==> src/rtl/hook_pkg.sv <==
// Shared types and constants for the Gold Miner hook rope controller:
// state encoding, angle range and the Q.8 trigonometry tables.
package hook_pkg;

  typedef enum logic [1:0] {
    SWING   = 2'd0,
    EXTEND  = 2'd1,
    RETRACT = 2'd2
  } hook_state_t;

  localparam int ANGLE_MAX = 32;
  localparam int ANGLE_MID = 16;
  localparam int TRIG_FRAC = 8;

  // sin((i-16) * 4.6875 deg) * 256, rounded, for i = 0..32
  localparam logic signed [9:0] SIN_TAB [0:32] = '{
    -10'sd247, -10'sd241, -10'sd233, -10'sd224, -10'sd213, -10'sd201,
    -10'sd187, -10'sd172, -10'sd156, -10'sd139, -10'sd121, -10'sd102,
    -10'sd82,  -10'sd62,  -10'sd42,  -10'sd21,   10'sd0,    10'sd21,
     10'sd42,   10'sd62,   10'sd82,   10'sd102,  10'sd121,  10'sd139,
     10'sd156,  10'sd172,  10'sd187,  10'sd201,  10'sd213,  10'sd224,
     10'sd233,  10'sd241,  10'sd247
  };

  // sin(90 deg - m * 4.6875 deg) * 256, rounded; m is the distance from straight down
  localparam logic signed [9:0] COS_TAB [0:16] = '{
    10'sd256, 10'sd255, 10'sd253, 10'sd248, 10'sd242, 10'sd235,
    10'sd226, 10'sd215, 10'sd203, 10'sd190, 10'sd175, 10'sd159,
    10'sd142, 10'sd124, 10'sd106, 10'sd86,  10'sd66
  };

endpackage

==> src/rtl/hook_trig_lut.sv <==
// Registered sine/cosine lookup for the hook swing angle (Q.8, 256 = 1.0).
// Cosine is even, so it is read at the index mirrored about straight down.
module hook_trig_lut
  import hook_pkg::*;
(
  input  logic              clk,
  input  logic              reset,
  input  logic [5:0]        angleIdx,
  output logic signed [9:0] sinQ,
  output logic signed [9:0] cosQ
);

  logic [5:0] idx_c;
  logic [4:0] mirror;

  always_comb begin
    idx_c  = (angleIdx > 6'(ANGLE_MAX)) ? 6'(ANGLE_MAX) : angleIdx;
    mirror = (idx_c >= 6'(ANGLE_MID)) ? 5'(idx_c - 6'(ANGLE_MID))
                                      : 5'(6'(ANGLE_MID) - idx_c);
  end

  // Reset to the straight-down values so the endpoint pipeline never sees stale data
  always_ff @(posedge clk or posedge reset) begin
    if (reset) begin
      sinQ <= 10'sd0;
      cosQ <= 10'sd256;
    end else begin
      sinQ <= SIN_TAB[idx_c];
      cosQ <= COS_TAB[mirror];
    end
  end

endmodule

==> src/rtl/hook_rope_controller.sv <==
// Frame-paced hook controller: swings, extends and retracts the rope and
// registers its endpoints. Optional macro HOOK_WEIGHT_SLOWDOWN_EN slows loaded retracts.
module hook_rope_controller
  import hook_pkg::*;
#(
  parameter int         PIVOT_X       = 320,
  parameter int         PIVOT_Y       = 40,
  parameter int         MIN_LEN       = 20,
  parameter int         MAX_LEN       = 400,
  parameter int         EXT_SPEED     = 4,
  parameter int         RETRACT_SPEED = 8,
  parameter int         SCREEN_W      = 640,
  parameter int         SCREEN_H      = 480,
  parameter int         ROPE_WIDTH    = 2,
  parameter logic [7:0] ROPE_COLOR    = 8'h49
) (
  input  logic        clk,
  input  logic        reset,
  input  logic        startOfFrame,
  input  logic        fire,
  input  logic        grab,
  input  logic [1:0]  grabWeight,
  output logic [10:0] x1,
  output logic [10:0] y1,
  output logic [10:0] x2,
  output logic [10:0] y2,
  output logic [4:0]  width,
  output logic [7:0]  lineColor,
  output logic [1:0]  hookState,
  output logic        collectPulse,
  output logic [1:0]  collectWeight
);

  localparam logic [9:0]         MIN_L = 10'(MIN_LEN);
  localparam logic [9:0]         MAX_L = 10'(MAX_LEN);
  localparam logic [10:0]        EXT_S = 11'(EXT_SPEED);
  localparam logic [9:0]         RET_S = 10'(RETRACT_SPEED);
  localparam logic signed [12:0] SCR_W = 13'(SCREEN_W);
  localparam logic [10:0]        SCR_H = 11'(SCREEN_H);
  localparam logic signed [12:0] PIV_X = 13'(PIVOT_X);
  localparam logic [10:0]        PIV_Y = 11'(PIVOT_Y);
  localparam logic signed [12:0] X_MAX = 13'sd2047;

  hook_state_t state_q, state_d;
  logic [5:0]  idx_q, idx_d, idx_step;
  logic        dir_q, dir_d;      // 1: index moving toward 0
  logic [9:0]  len_q, len_d;
  logic        loaded_q, loaded_d;
  logic [1:0]  weight_q, weight_d;
  logic        pend_q, pend_d;
  logic        pulse_q, pulse_d;
  logic [1:0]  cw_q, cw_d;

  logic signed [9:0]  sin_q, cos_q;
  logic signed [20:0] prod_x, prod_y;
  logic signed [12:0] x_raw_d, x_raw_q;
  logic [10:0]        x2_d, x2_q, y2_d, y2_q;
  logic [10:0]        len_ext;
  logic [9:0]         rspeed;
  logic               off_screen;

  hook_trig_lut u_lut (
    .clk      (clk),
    .reset    (reset),
    .angleIdx (idx_q),
    .sinQ     (sin_q),
    .cosQ     (cos_q)
  );

`ifdef HOOK_WEIGHT_SLOWDOWN_EN
  logic [9:0] rs_shift;
  always_comb begin
    rs_shift = RET_S >> weight_q;
    rspeed   = RET_S;
    if (loaded_q) rspeed = (rs_shift == 10'd0) ? 10'd1 : rs_shift;
  end
`else
  always_comb rspeed = RET_S;
`endif

  // Off-screen test uses the unclamped tip currently on the outputs
  always_comb begin
    off_screen = x_raw_q[12] || (x_raw_q >= SCR_W) || (y2_q >= SCR_H);
    len_ext    = {1'b0, len_q} + EXT_S;
    idx_step   = dir_q ? (idx_q - 6'd1) : (idx_q + 6'd1);
  end

  always_comb begin
    state_d  = state_q;
    idx_d    = idx_q;
    dir_d    = dir_q;
    len_d    = len_q;
    loaded_d = loaded_q;
    weight_d = weight_q;
    pend_d   = pend_q;
    pulse_d  = 1'b0;
    cw_d     = cw_q;
    case (state_q)
      SWING: begin
        if (startOfFrame && (pend_q || fire)) begin
          state_d = EXTEND;
          pend_d  = 1'b0;
        end else if (startOfFrame) begin
          idx_d = idx_step;
          if (idx_step == 6'(ANGLE_MAX)) dir_d = 1'b1;
          else if (idx_step == 6'd0)     dir_d = 1'b0;
        end else if (fire) begin
          pend_d = 1'b1;
        end
      end
      EXTEND: begin
        if (startOfFrame) begin
          len_d = (len_ext >= {1'b0, MAX_L}) ? MAX_L : len_ext[9:0];
          if (grab) begin
            state_d  = RETRACT;
            loaded_d = 1'b1;
            weight_d = grabWeight;
          end else if (len_d == MAX_L || off_screen) begin
            state_d = RETRACT;
          end
        end
      end
      RETRACT: begin
        if (startOfFrame) begin
          if ({1'b0, len_q} <= ({1'b0, MIN_L} + {1'b0, rspeed})) begin
            len_d   = MIN_L;
            state_d = SWING;
            if (loaded_q) begin
              pulse_d  = 1'b1;
              cw_d     = weight_q;
              loaded_d = 1'b0;
            end
          end else begin
            len_d = len_q - rspeed;
          end
        end
      end
      default: state_d = SWING;
    endcase
  end

  always_ff @(posedge clk or posedge reset) begin
    if (reset) begin
      state_q  <= SWING;
      idx_q    <= 6'(ANGLE_MID);
      dir_q    <= 1'b0;
      len_q    <= MIN_L;
      loaded_q <= 1'b0;
      weight_q <= 2'd0;
      pend_q   <= 1'b0;
      pulse_q  <= 1'b0;
      cw_q     <= 2'd0;
    end else begin
      state_q  <= state_d;
      idx_q    <= idx_d;
      dir_q    <= dir_d;
      len_q    <= len_d;
      loaded_q <= loaded_d;
      weight_q <= weight_d;
      pend_q   <= pend_d;
      pulse_q  <= pulse_d;
      cw_q     <= cw_d;
    end
  end

  // Endpoint stage: registered LUT output times current length, floor-shifted
  always_comb begin
    prod_x  = $signed({1'b0, len_q}) * sin_q;
    prod_y  = $signed({1'b0, len_q}) * cos_q;
    x_raw_d = PIV_X + 13'(prod_x >>> TRIG_FRAC);
    y2_d    = PIV_Y + 11'(prod_y >>> TRIG_FRAC);
    if (x_raw_d[12])          x2_d = 11'd0;
    else if (x_raw_d > X_MAX) x2_d = 11'd2047;
    else                      x2_d = x_raw_d[10:0];
  end

  always_ff @(posedge clk or posedge reset) begin
    if (reset) begin
      x_raw_q <= PIV_X;
      x2_q    <= 11'(PIVOT_X);
      y2_q    <= PIV_Y + 11'(MIN_LEN);
    end else begin
      x_raw_q <= x_raw_d;
      x2_q    <= x2_d;
      y2_q    <= y2_d;
    end
  end

  assign x1            = 11'(PIVOT_X);
  assign y1            = PIV_Y;
  assign x2            = x2_q;
  assign y2            = y2_q;
  assign width         = 5'(ROPE_WIDTH);
  assign lineColor     = ROPE_COLOR;
  assign hookState     = state_q;
  assign collectPulse  = pulse_q;
  assign collectWeight = cw_q;

endmodule

==> config.mk <==
export PLATFORM = sky130hd
export DESIGN_NAME = hook_rope_controller
export DESIGN_NICKNAME = d
export VERILOG_FILES = /design/src/rtl/hook_pkg.sv /design/src/rtl/hook_trig_lut.sv /design/src/rtl/hook_rope_controller.sv
export SDC_FILE = /design/constraint.sdc
export NUM_CORES = 1
export LEC_CHECK = 0
export CAP_MARGIN = 20
export CORE_MARGIN = 1.5
export CORE_UTILIZATION = 60
export CTS_CLUSTER_DIAMETER = 30
export DETAILED_ROUTE_END_ITERATION = 10
export GPL_ROUTABILITY_DRIVEN = 0
export PLACE_DENSITY_LB_ADDON = 0.12
export SLEW_MARGIN = 20
export SYNTH_ARGS = -nofsm -noshare
export SYNTH_HDL_FRONTEND = slang
export SYNTH_SLANG_ARGS = --single-unit
==> constraint.sdc <==
create_clock -name clk -period 9.7 [get_ports clk]
set_clock_uncertainty 0.15 [all_clocks]
set_input_delay 2.425 -clock clk [delete_from_list [all_inputs] [get_ports clk]]
set_output_delay 2.425 -clock clk [all_outputs]
set_load 0.005 [all_outputs]
-- After elaboration in Yosys (flattened, before gate mapping)
Memories as Yosys holds them, arrays and structs flattened. A register that Yosys moved wholly into a read port is not among the register bits.
Cells that the tools add are included.
W data, S select, Z words.
- bitwise gates (word level): 3
- magnitude comparators: 7
- equality and inequality tests: 11
- muxes and demuxes: 31
- $mul: 2
- reductions and logical operators: 18
- $add $sub $neg: 8
- operators with widths (kind ; count):
    $mux W10 ; 4
    $ge A11 B9 Y1 const B ; 2
    $mux W11 ; 2
    $mul A11 B10 Y21 ; 1
    $pmux W10 S2 ; 1
    $mul A11 B10 Y19 ; 1
    $add A10 B13 Y13 const A ; 1
    $ge A13 B11 Y1 const B ; 1
    $gt A13 B12 Y1 const B ; 1
    $mux W1 ; 13
    $mux W2 ; 6
    $mux W6 ; 2
    $reduce_and A3 Y1 ; 4
    $add A10 B3 Y11 const B ; 1
    $add A6 B11 Y11 const A ; 1
    $eq A10 B9 Y1 const B ; 1
    $le A10 B5 Y1 const B ; 1
    $ne A2 B2 Y1 const B ; 5
    $reduce_and A5 Y1 ; 2
    $sub A10 B4 Y10 const B ; 1
    $reduce_and A4 Y1 ; 2
    $not A6 Y7 ; 1
    $add A6 B1 Y6 const B ; 1
    $eq A6 B6 Y1 const B ; 1
    other kinds (19) ; 24
- bits in read-only memories: 960
- input port bits: 7
- output and inout bits: 62
- memories: 2
- register bits: 61
- memories (name ; depth ; bits a word ; rd ports ; clocked after Yosys merged registers in ; write ports ; line ; source):
    (no name shown) ; 64 ; 10 ; 1 ; 1 ; 0 ; hook_trig_lut.sv:28 ; sinQ <= SIN_TAB[idx_c];
    (no name shown) ; 32 ; 10 ; 1 ; 1 ; 0 ; hook_trig_lut.sv:29 ; cosQ <= COS_TAB[mirror];

-- Logic depth before layout (Yosys ltp)
Gate-level depths: netlist (run 1).
- depth in word-level cells: 9
- depth in mapped cells: 27
- gate-level depth less buffers: 24

-- Cells and area by module
From an unflattened synthesis (run 1), not the netlist that was laid out.
- cells, all modules: 1259
- area, all modules: 11295.8 µm²
- modules (own cells, without submodules) (module ; cells each ; area an instance (µm²) ; sequential area each (µm²) ; times used):
    hook_rope_controller ; 1096 ; 9838.2 ; 1363.8 ; 1
    hook_trig_lut ; 163 ; 1457.6 ; 451.7 ; 1

-- Worst setup path after synthesis (run 1)
Ideal clock, no wire load.
- kind: reg-to-reg
- start: register len_q[2]
- end: register x2_q[1], in the netlist x2[1]
- slack: 2.376 ns
- stages on the path, launching flop included: 24
- path buffers: 3
- period minus slack after synthesis: 7.324 ns
- data arrival time: 7.055 ns
- path through: dfstp_2 -> clkbuf_1 -> buf_1 -> nand2_1 -> fa_1 -> fa_1 -> fa_1 -> fa_1 -> fa_1 -> inv_1 -> ha_1 -> a21o_1 -> a31o_2 -> a21oi_1 -> a21boi_0 -> o311a_1 -> ha_1 -> o32a_1 -> o221ai_2 -> mux2_1 -> nor3_1 -> xnor2_1 -> clkbuf_1 -> o21ba_1
- word-level cells in the longest chain between the ends: 5
- RTL lines (item ; line ; source):
    start, declared ; hook_rope_controller.sv:47 ; logic [9:0] len_q, len_d;
    start signal, assigned ; hook_rope_controller.sv:157 ; len_q <= len_d;
    $mul A11 B10 Y21 (*) ; hook_rope_controller.sv:168 ; prod_x = $signed({1'b0, len_q}) * sin_q;
    $add A10 B13 Y13 (*) ; hook_rope_controller.sv:170 ; x_raw_d = PIV_X + 13'(prod_x >>> TRIG_FRAC);
    via x_raw_d[12] ; hook_rope_controller.sv:56 ; logic signed [12:0] x_raw_d, x_raw_q;
    $gt A13 B12 Y1 ; hook_rope_controller.sv:173 ; else if (x_raw_d > X_MAX) x2_d = 11'd2047;
    $mux W11 ; hook_rope_controller.sv:173 ;
    $mux W11 (*) ; hook_rope_controller.sv:172 ; if (x_raw_d[12]) x2_d = 11'd0;
    via x2_d[1] ; hook_rope_controller.sv:57 ; logic [10:0] x2_d, x2_q, y2_d, y2_q;
    end signal, assigned ; hook_rope_controller.sv:180 ; x2_q <= 11'(PIVOT_X);
    end, declared ; hook_rope_controller.sv:57 ;
The timed path passes the listed nets; every way through them passes the cells marked *.
A chain may end at the register's enable or synchronous reset.

-- Worst setup path in the final report (run 1)
- start: register len_q[7]
- end: register x2_q[0], in the netlist x2[0]
- word-level cells in the longest chain between the ends: 5
- RTL lines (item ; line):
    $mul A11 B10 Y21 (*) ; hook_rope_controller.sv:168
    $add A10 B13 Y13 (*) ; hook_rope_controller.sv:170
    $gt A13 B12 Y1 ; hook_rope_controller.sv:173
    $mux W11 ; hook_rope_controller.sv:173
    $mux W11 (*) ; hook_rope_controller.sv:172
    via x2_d[0] ; hook_rope_controller.sv:57
Marks and branches as above.

==> impl_metrics.csv, run 1 <==
group,metric,value,unit
status,outcome,"complete, no violations",
die,dieWidth,137.1,um
sta,period_needed,7.684,ns
yosys,synth_top_family_by_area,"adder cells",
cts,clock_input_transition_at_the_sequential_cells_of_the_worst_setup_and_hold_paths,0.06,ns
cts,cts-hold-fix-buffers,0,
global_routing,grt_start_max_net_pins,73,
die,core_area,0.01742,mm2
cts,cts_setup_buffers,0,
placed_design,dpl.hpwl,16360,um
route,drtIter0Drc,567,
placed_design,port_buffers,33,
yosys,synth_edf_count,0,
yosys,postSynth.asyncResetShare,1.000,
yosys,post_synth_and_or_nand_nor_area_fraction,0.1857,
die,floorplan.rows,48,
setup_path,worst_path_largest_cell_delay,0.96,ns
yosys,synth_fa_ha_area_frac,0.3790,
route,vias_per_cell,5.540,
placed_design,placed_cells_incl_taps,1418,
yosys,yosys.area_share.xor_xnor,0.03493,
yosys,synth-seq-cells,72,
route,antenna_violating_nets_post_route,0,
route,drc,0,
die,floorplan.die.height,137.1,um
global_routing,grt_total_usage,0.2500,
finish,nets,1468,
setup_path,cp.required,9.78,ns
sta,fmax,130.1,MHz
setup_path,cpMaxStageDelayCell,"dfrtp_1",
yosys,synth_ff_type,"dfrtp_1",
cts,clockRootBuffer,"clkbuf_16",
yosys,synth_compound_area_frac,0.1100,
yosys,synth_sequential_area_ratio,0.1684,
setup_path,cp-start-kind,"register",
sta,slew_violations,0,
route,total_number_of_vias,7945,
finish,finish.utilization,0.6535,
cts,cts_made_buffers,9,
cts,cts.sink_count,72,
setup_path,crit_arrival,7.77,ns
finish,layout.cells.non_filler,1434,
sta,worst-slew-pin-transition,0.9429,ns
yosys,yosys-mux-area-fraction,0.01590,
setup_path,worstPathCellList,"nand2_1 > fa_1 > inv_1 > fa_1 > inv_1 > fa_1 > fa_1 > fa_1 > inv_1 > ha_1 > a21o_1 > a31o_2 > a21oi_1 > a21boi_0 > o311a_1 > ha_1 > o32a_1 > o221ai_2 > mux2_1 > nor3_1 > xnor2_1 > o21ba_1",
finish,fraction_of_final_layout_cells_sized_beyond_drive_strength_1,0.05294,
die,die-area,0.01878,mm2
cts,cts.repair.resized,0,
route,drtPass1Iterations,5,
setup_path,criticalPathCategory,"register to register",
sta,final-setup-viol-count,0,
yosys,synth.yosys.warnings,0,
route,finalWirelength,21290,um
hold_path,timing.hold.worst.class,"register to register",
sta,worst_slew_margin_rel,0.3691,
sta,timing.final.crit_share,0.7921,
sta,rsz0062_at_grt,"no",
setup_path,critical_path.most_common_cell,"fa_1",
route,wire_per_inst,14.85,um
cts,clock_insertion_delay_worst_skew,0.35,ns
die,io-pin-count,69,
global_routing,grt-ovfl-total,0,
global_routing,vias_in_the_first_global_route,7651,
finish,n_antenna_cell,0,
global_routing,first_pass_grt_wire_length,36920,um
sta,final_hold_viol_count,0,
cts,cts_tree,"yes",
setup_path,critical_path.max_fanout,30,
yosys,ys_types,76,
sta,holdWs,0.3505,ns
yosys,avgSynthCellArea,8.853,um2
cts,clk_path_buf_depth,2,
sta,setup-tns-final,0,ns
yosys,synth.cell_area,0.01078,mm2
die,initial_core_util,0.6191,
setup_path,critical_path.endpoint_type,"register",
job,drv.max_cap_violation_count,0,
yosys,netlist_instances,1218,
cts,cts.htree.levels,3,
finish,syn2layout_area_growth,5.558,%
global_routing,grt_antenna_before_repair,0,
==> layer usage <==
| layer | vias to the layer above | global-route usage | share of wire |
|---|---|---|---|
| met4 | 0 | 0.05789 | 0.011 |
| met3 | 17 | 0.02704 | 0.041 |
| met5 | - | 0 | 0 |
| li1 | 3860 | - | - |
| met2 | 169 | 0.3989 | 0.46 |
| met1 | 3899 | 0.3668 | 0.49 |
==> final timing paths <==
check                             from           to  slack [ns]  depth (start not counted)
max                           len_q[7]        x2[0]        2.02                         22
min                        weight_q[1]  weight_q[1]        0.35                          1
max reg2reg                   len_q[7]        x2[0]        2.02                         22
min reg2reg                weight_q[1]  weight_q[1]        0.35                          1
max in group asynchronous        reset        y2[1]        6.26                          3
min in group asynchronous        reset        dir_q        2.52                          3
==> sequential cells by signal, indices dropped and copies added (netlist names), 2 cells and up <==
register / flops
collectWeight: 2
hookState: 2
idx_q: 6
len_q: 10
u_lut.cosQ: 9
u_lut.sinQ: 9
weight_q: 2
x2: 11
x_raw_q: 6
y2: 11
==> cell families (layout without fill, tap and decap cells) <==
group           count (synthesis)  in the layout
fa+ha+maj                     257            257
xor+xnor                       43             43
flops                          72             72
mux                            16             16
other cells                     2             35
compound gates                174            174
buf+inv                       267            225
simple gates                  387            387
==> critical path, delay by kind of cell, from the launching register on <==
kind                     cells  cell delay (ns)
multiplexers                 1             0.35
XOR/XNOR                     1             0.43
flip-flops                   1             0.96
buffers and inverters        3             0.13
AND/OR/NAND/NOR              2             0.41
adder cells (fa/ha/maj)      7             3.18
AO/OA/AOI/OAI                8             1.97
==> cell usage in the layout (no fill, tap or decap), types with 3 or more instances in the layout <==
master           Yosys  layout
a211oi_1             6       6
a21o_1              13      13
a21oi_1             49      49
a22oi_1              5       5
a31o_2               3       3
a32oi_1              3       3
and2_1              98      98
and3_1               9       9
buf_4               35       6
clkbuf_16            0       9
clkdlybuf4s50_1      0      33
conb_1               2      35
dfrtp_1             61      61
dfstp_2             11      11
fa_1               116     116
ha_1               141     141
inv_1              169     168
mux2_2               7       7
mux2i_1              7       7
nand2_1            126     126
nand2b_1            14      14
nand3_1             11      11
nand4_1             13      13
nor2_1              42      42
nor2b_1             18      18
nor3_1              23      23
nor3b_1              6       6
nor4_1               7       7
o2111ai_1            3       3
o211ai_1             3       3
o21ai_0             37      37
o21ai_1              3       3
o21ba_1              8       8
o21bai_1             4       4
o221ai_1             4       4
o31ai_1              4       4
or2_2                6       6
xnor2_1             28      28
xor2_1              15      15
==> cell type report <==
type	instances	area (um2)
tap	225	281.5
sequential	72	1815
inverter	170	639.4
clock inverter	5	63.81
multi-input combinational	912	7954
timing repair buffer	39	375.4
fill	1483	6035
clock buffer	11	252.7
==> cells in the mapped netlist (3+ instances only) <==
master,number,area share
o2111ai_1,3,0.0024
nand2_1,126,0.044
inv_1,169,0.059
dfstp_2,11,0.027
clkbuf_1,51,0.018
xor2_1,15,0.012
o211ai_1,3,0.0021
mux2i_1,7,0.0065
a21o_1,13,0.0091
o21bai_1,4,0.0028
a22oi_1,5,0.0035
nor2b_1,18,0.010
nor4_1,7,0.0041
fa_1,116,0.22
nand2b_1,14,0.0081
xnor2_1,28,0.023
nand3_1,11,0.0051
ha_1,141,0.16
nand4_1,13,0.0075
nor3_1,23,0.011
o21ba_1,8,0.0074
buf_1,8,0.0028
mux2_2,7,0.0073
a32oi_1,3,0.0024
and2_1,98,0.057
or2_2,6,0.0035
a211oi_1,6,0.0042
o21ai_0,37,0.017
o21ai_1,3,0.0014
buf_2,3,0.0014
and3_1,9,0.0052
a21oi_1,49,0.023
nor3b_1,6,0.0042
o31ai_1,4,0.0028
buf_4,35,0.024
dfrtp_1,61,0.14
o221ai_1,4,0.0032
a31o_2,3,0.0024
nor2_1,42,0.015
==> stage by stage <==
| step | cell area [um2] | worst slack (ns) |
|---|---|---|
| after global placement | 11070 | 2.174 |
| after CTS | 11380 | 2.009 |
| final | 11380 | 2.016 |
| after global routing | 11380 | 1.545 |
| after detailed placement | 11070 | 2.017 |
| after floorplan | 10910 | 2.376 |
Power of run 1 is not shown: default switching activity piles up to over one toggle a cycle in this logic, so the estimate is an artifact.
==> run 2, diff against run 1 <==
==> constraint.sdc (replaced) <==
create_clock -name clk -period 8.04 [get_ports clk]
set_clock_uncertainty 0.15 [all_clocks]
set_input_delay 2.01 -clock clk [delete_from_list [all_inputs] [get_ports clk]]
set_output_delay 2.01 -clock clk [all_outputs]
set_load 0.005 [all_outputs]
==> impl_metrics.csv, run 2 (synthesized netlist as in run 1, its figures left out) <==
group,metric,value,unit
hold_path,timing.hold.worst.class,"register to register",
finish,mostFrequentLayoutCells,"inv_1 (168), ha_1 (141), nand2_1 (126)",
global_routing,top_usage_layer,"met2",
setup_path,timing.critical_path.max_delay_family,"adder cells",
finish,syn2layout_area_growth,5.535,%
setup_path,cpMaxStageDelayCell,"dfrtp_1",
cts,cts_setup_buffers,0,
sta,worst_slew_margin_rel,0.3637,
setup_path,crit_arrival,7.53,ns
cts,cts-hold-fix-buffers,0,
finish,most_common_cell_after_layout_fill_and_taps_aside,"inv_1",
global_routing,grt_start_max_net_pins,73,
setup_path,cp-start-kind,"register",
placed_design,dpl.hpwl,16550,um
die,initial_core_util,0.6191,
setup_path,critical_path.endpoint_type,"register",
cts,cts.repair.resized,0,
die,die-area,0.01878,mm2
sta,fmax,134.4,MHz
setup_path,worstPathCellList,"nand2b_1 > fa_1 > fa_1 > fa_1 > fa_1 > fa_1 > inv_1 > ha_1 > a21o_1 > a31o_2 > a21oi_1 > a21boi_0 > o311a_1 > ha_1 > o32a_1 > o221ai_2 > mux2_1 > nor3_1 > xnor2_1 > o21ba_1",
route,wire_per_inst,14.84,um
route,finalWirelength,21340,um
status,outcome,"complete, no violations",
cts,cts_made_buffers,9,
global_routing,grt-ovfl-total,0,
sta,final_hold_viol_count,0,
finish,post-route-cell-area,0.01138,mm2
die,io-pin-count,69,
cts,clockRootBuffer,"clkbuf_16",
sta,period_needed,7.442,ns
setup_path,worst_path_largest_cell_delay,0.73,ns
placed_design,place_area,0.01110,mm2
finish,fraction_of_final_layout_cells_sized_beyond_drive_strength_1,0.05606,
route,drtIter0Drc,451,
setup_path,critical_path_buf_inv_count,1,
global_routing,first_pass_grt_wire_length,37120,um
route,antenna_violating_nets_post_route,0,
global_routing,globalRouteMet2Util,0.4084,
sta,timing.final.crit_share,0.9256,
sta,worst-slew-pin-transition,0.9509,ns
cts,cts_tree,"yes",
setup_path,critical_path.most_common_cell,"fa_1",
route,total_number_of_vias,7931,
cts,cts.htree.levels,3,
global_routing,grt_total_usage,0.2506,
route,drtPass1Iterations,5,
finish,nets,1472,
sta,slew_violations,0,
global_routing,grt_antenna_before_repair,0,
sta,rsz0062_at_grt,"no",
sta,setup-tns-final,0,ns
finish,n_antenna_cell,0,
die,floorplan.rows,48,
setup_path,criticalPathCategory,"register to register",
cts,cts.sink_count,72,
route,vias_per_cell,5.515,
cts,clock_insertion_delay_worst_skew,0.34,ns
sta,final-setup-viol-count,0,
cts,clock_input_transition_at_the_sequential_cells_of_the_worst_setup_and_hold_paths,0.07,ns
die,dieWidth,137.1,um
die,core_area,0.01742,mm2
die,floorplan.die.height,137.1,um
placed_design,port_buffers,33,
job,drv.max_cap_violation_count,0,
setup_path,critical_path.max_fanout,22,
route,drc,0,
global_routing,vias_in_the_first_global_route,7741,
global_routing,groute.layer.met1.usage,0.3584,
cts,clk_path_buf_depth,2,
setup_path,cp.required,8.13,ns
global_routing,groute.layer.met3.usage,0.02815,
==> run 2: cell types whose count changed in the layout (fill, tap and decap cells not counted), sizes merged <==
cell,delta
buf,+4
clkinvlp,+2
bufinv,-1
clkbuf,-1
clkinv,+1
inv,-1
==> run 2: cell type report <==
cell class / instances / area (um2)
timing repair buffer: 43 / 405.4
inverter: 170 / 639.4
clock buffer: 10 / 239.0
tap: 225 / 281.5
clock inverter: 6 / 45.04
sequential: 72 / 1815
fill: 1487 / 6037
multi-input combinational: 912 / 7954
==> run 2: metal layers <==
layer / wire (um) / vias to the layer above / part of all wire
met3: 1037 / 17 / 0.049
met4: 258 / 0 / 0.012
met1: 10150 / 3835 / 0.48
met5: 0 / - / 0
met2: 9885 / 211 / 0.46
li1: - / 3868 / -
==> run 2: final timing paths <==
check	start	endpoint	cells after the start	slack (ns)
min in group asynchronous	reset	x2[2]	3	2.12
min	weight_q[0]	weight_q[0]	1	0.36
max in group asynchronous	reset	len_q[0]	3	5.04
max reg2reg	u_lut.sinQ[8]	x2[0]	20	0.60
max	u_lut.sinQ[8]	x2[0]	20	0.60
min reg2reg	weight_q[0]	weight_q[0]	1	0.36
==> run 2: metrics by stage <==
stage	setup WS [ns]	cells	hold WS (ns)	utilization
final	0.5981	1438	0.3550	0.6534
after global routing	0.1473	1438	0.3750	0.6534
after CTS	0.5772	1438	0.3583	0.6534
after detailed placement	0.6051	1422	0.3432	0.6371
after global placement	0.8284	1422	0.3366	0.6371
after floorplan	0.7165	1251	0.3236	-
Power of run 2 is left out for the same reason.
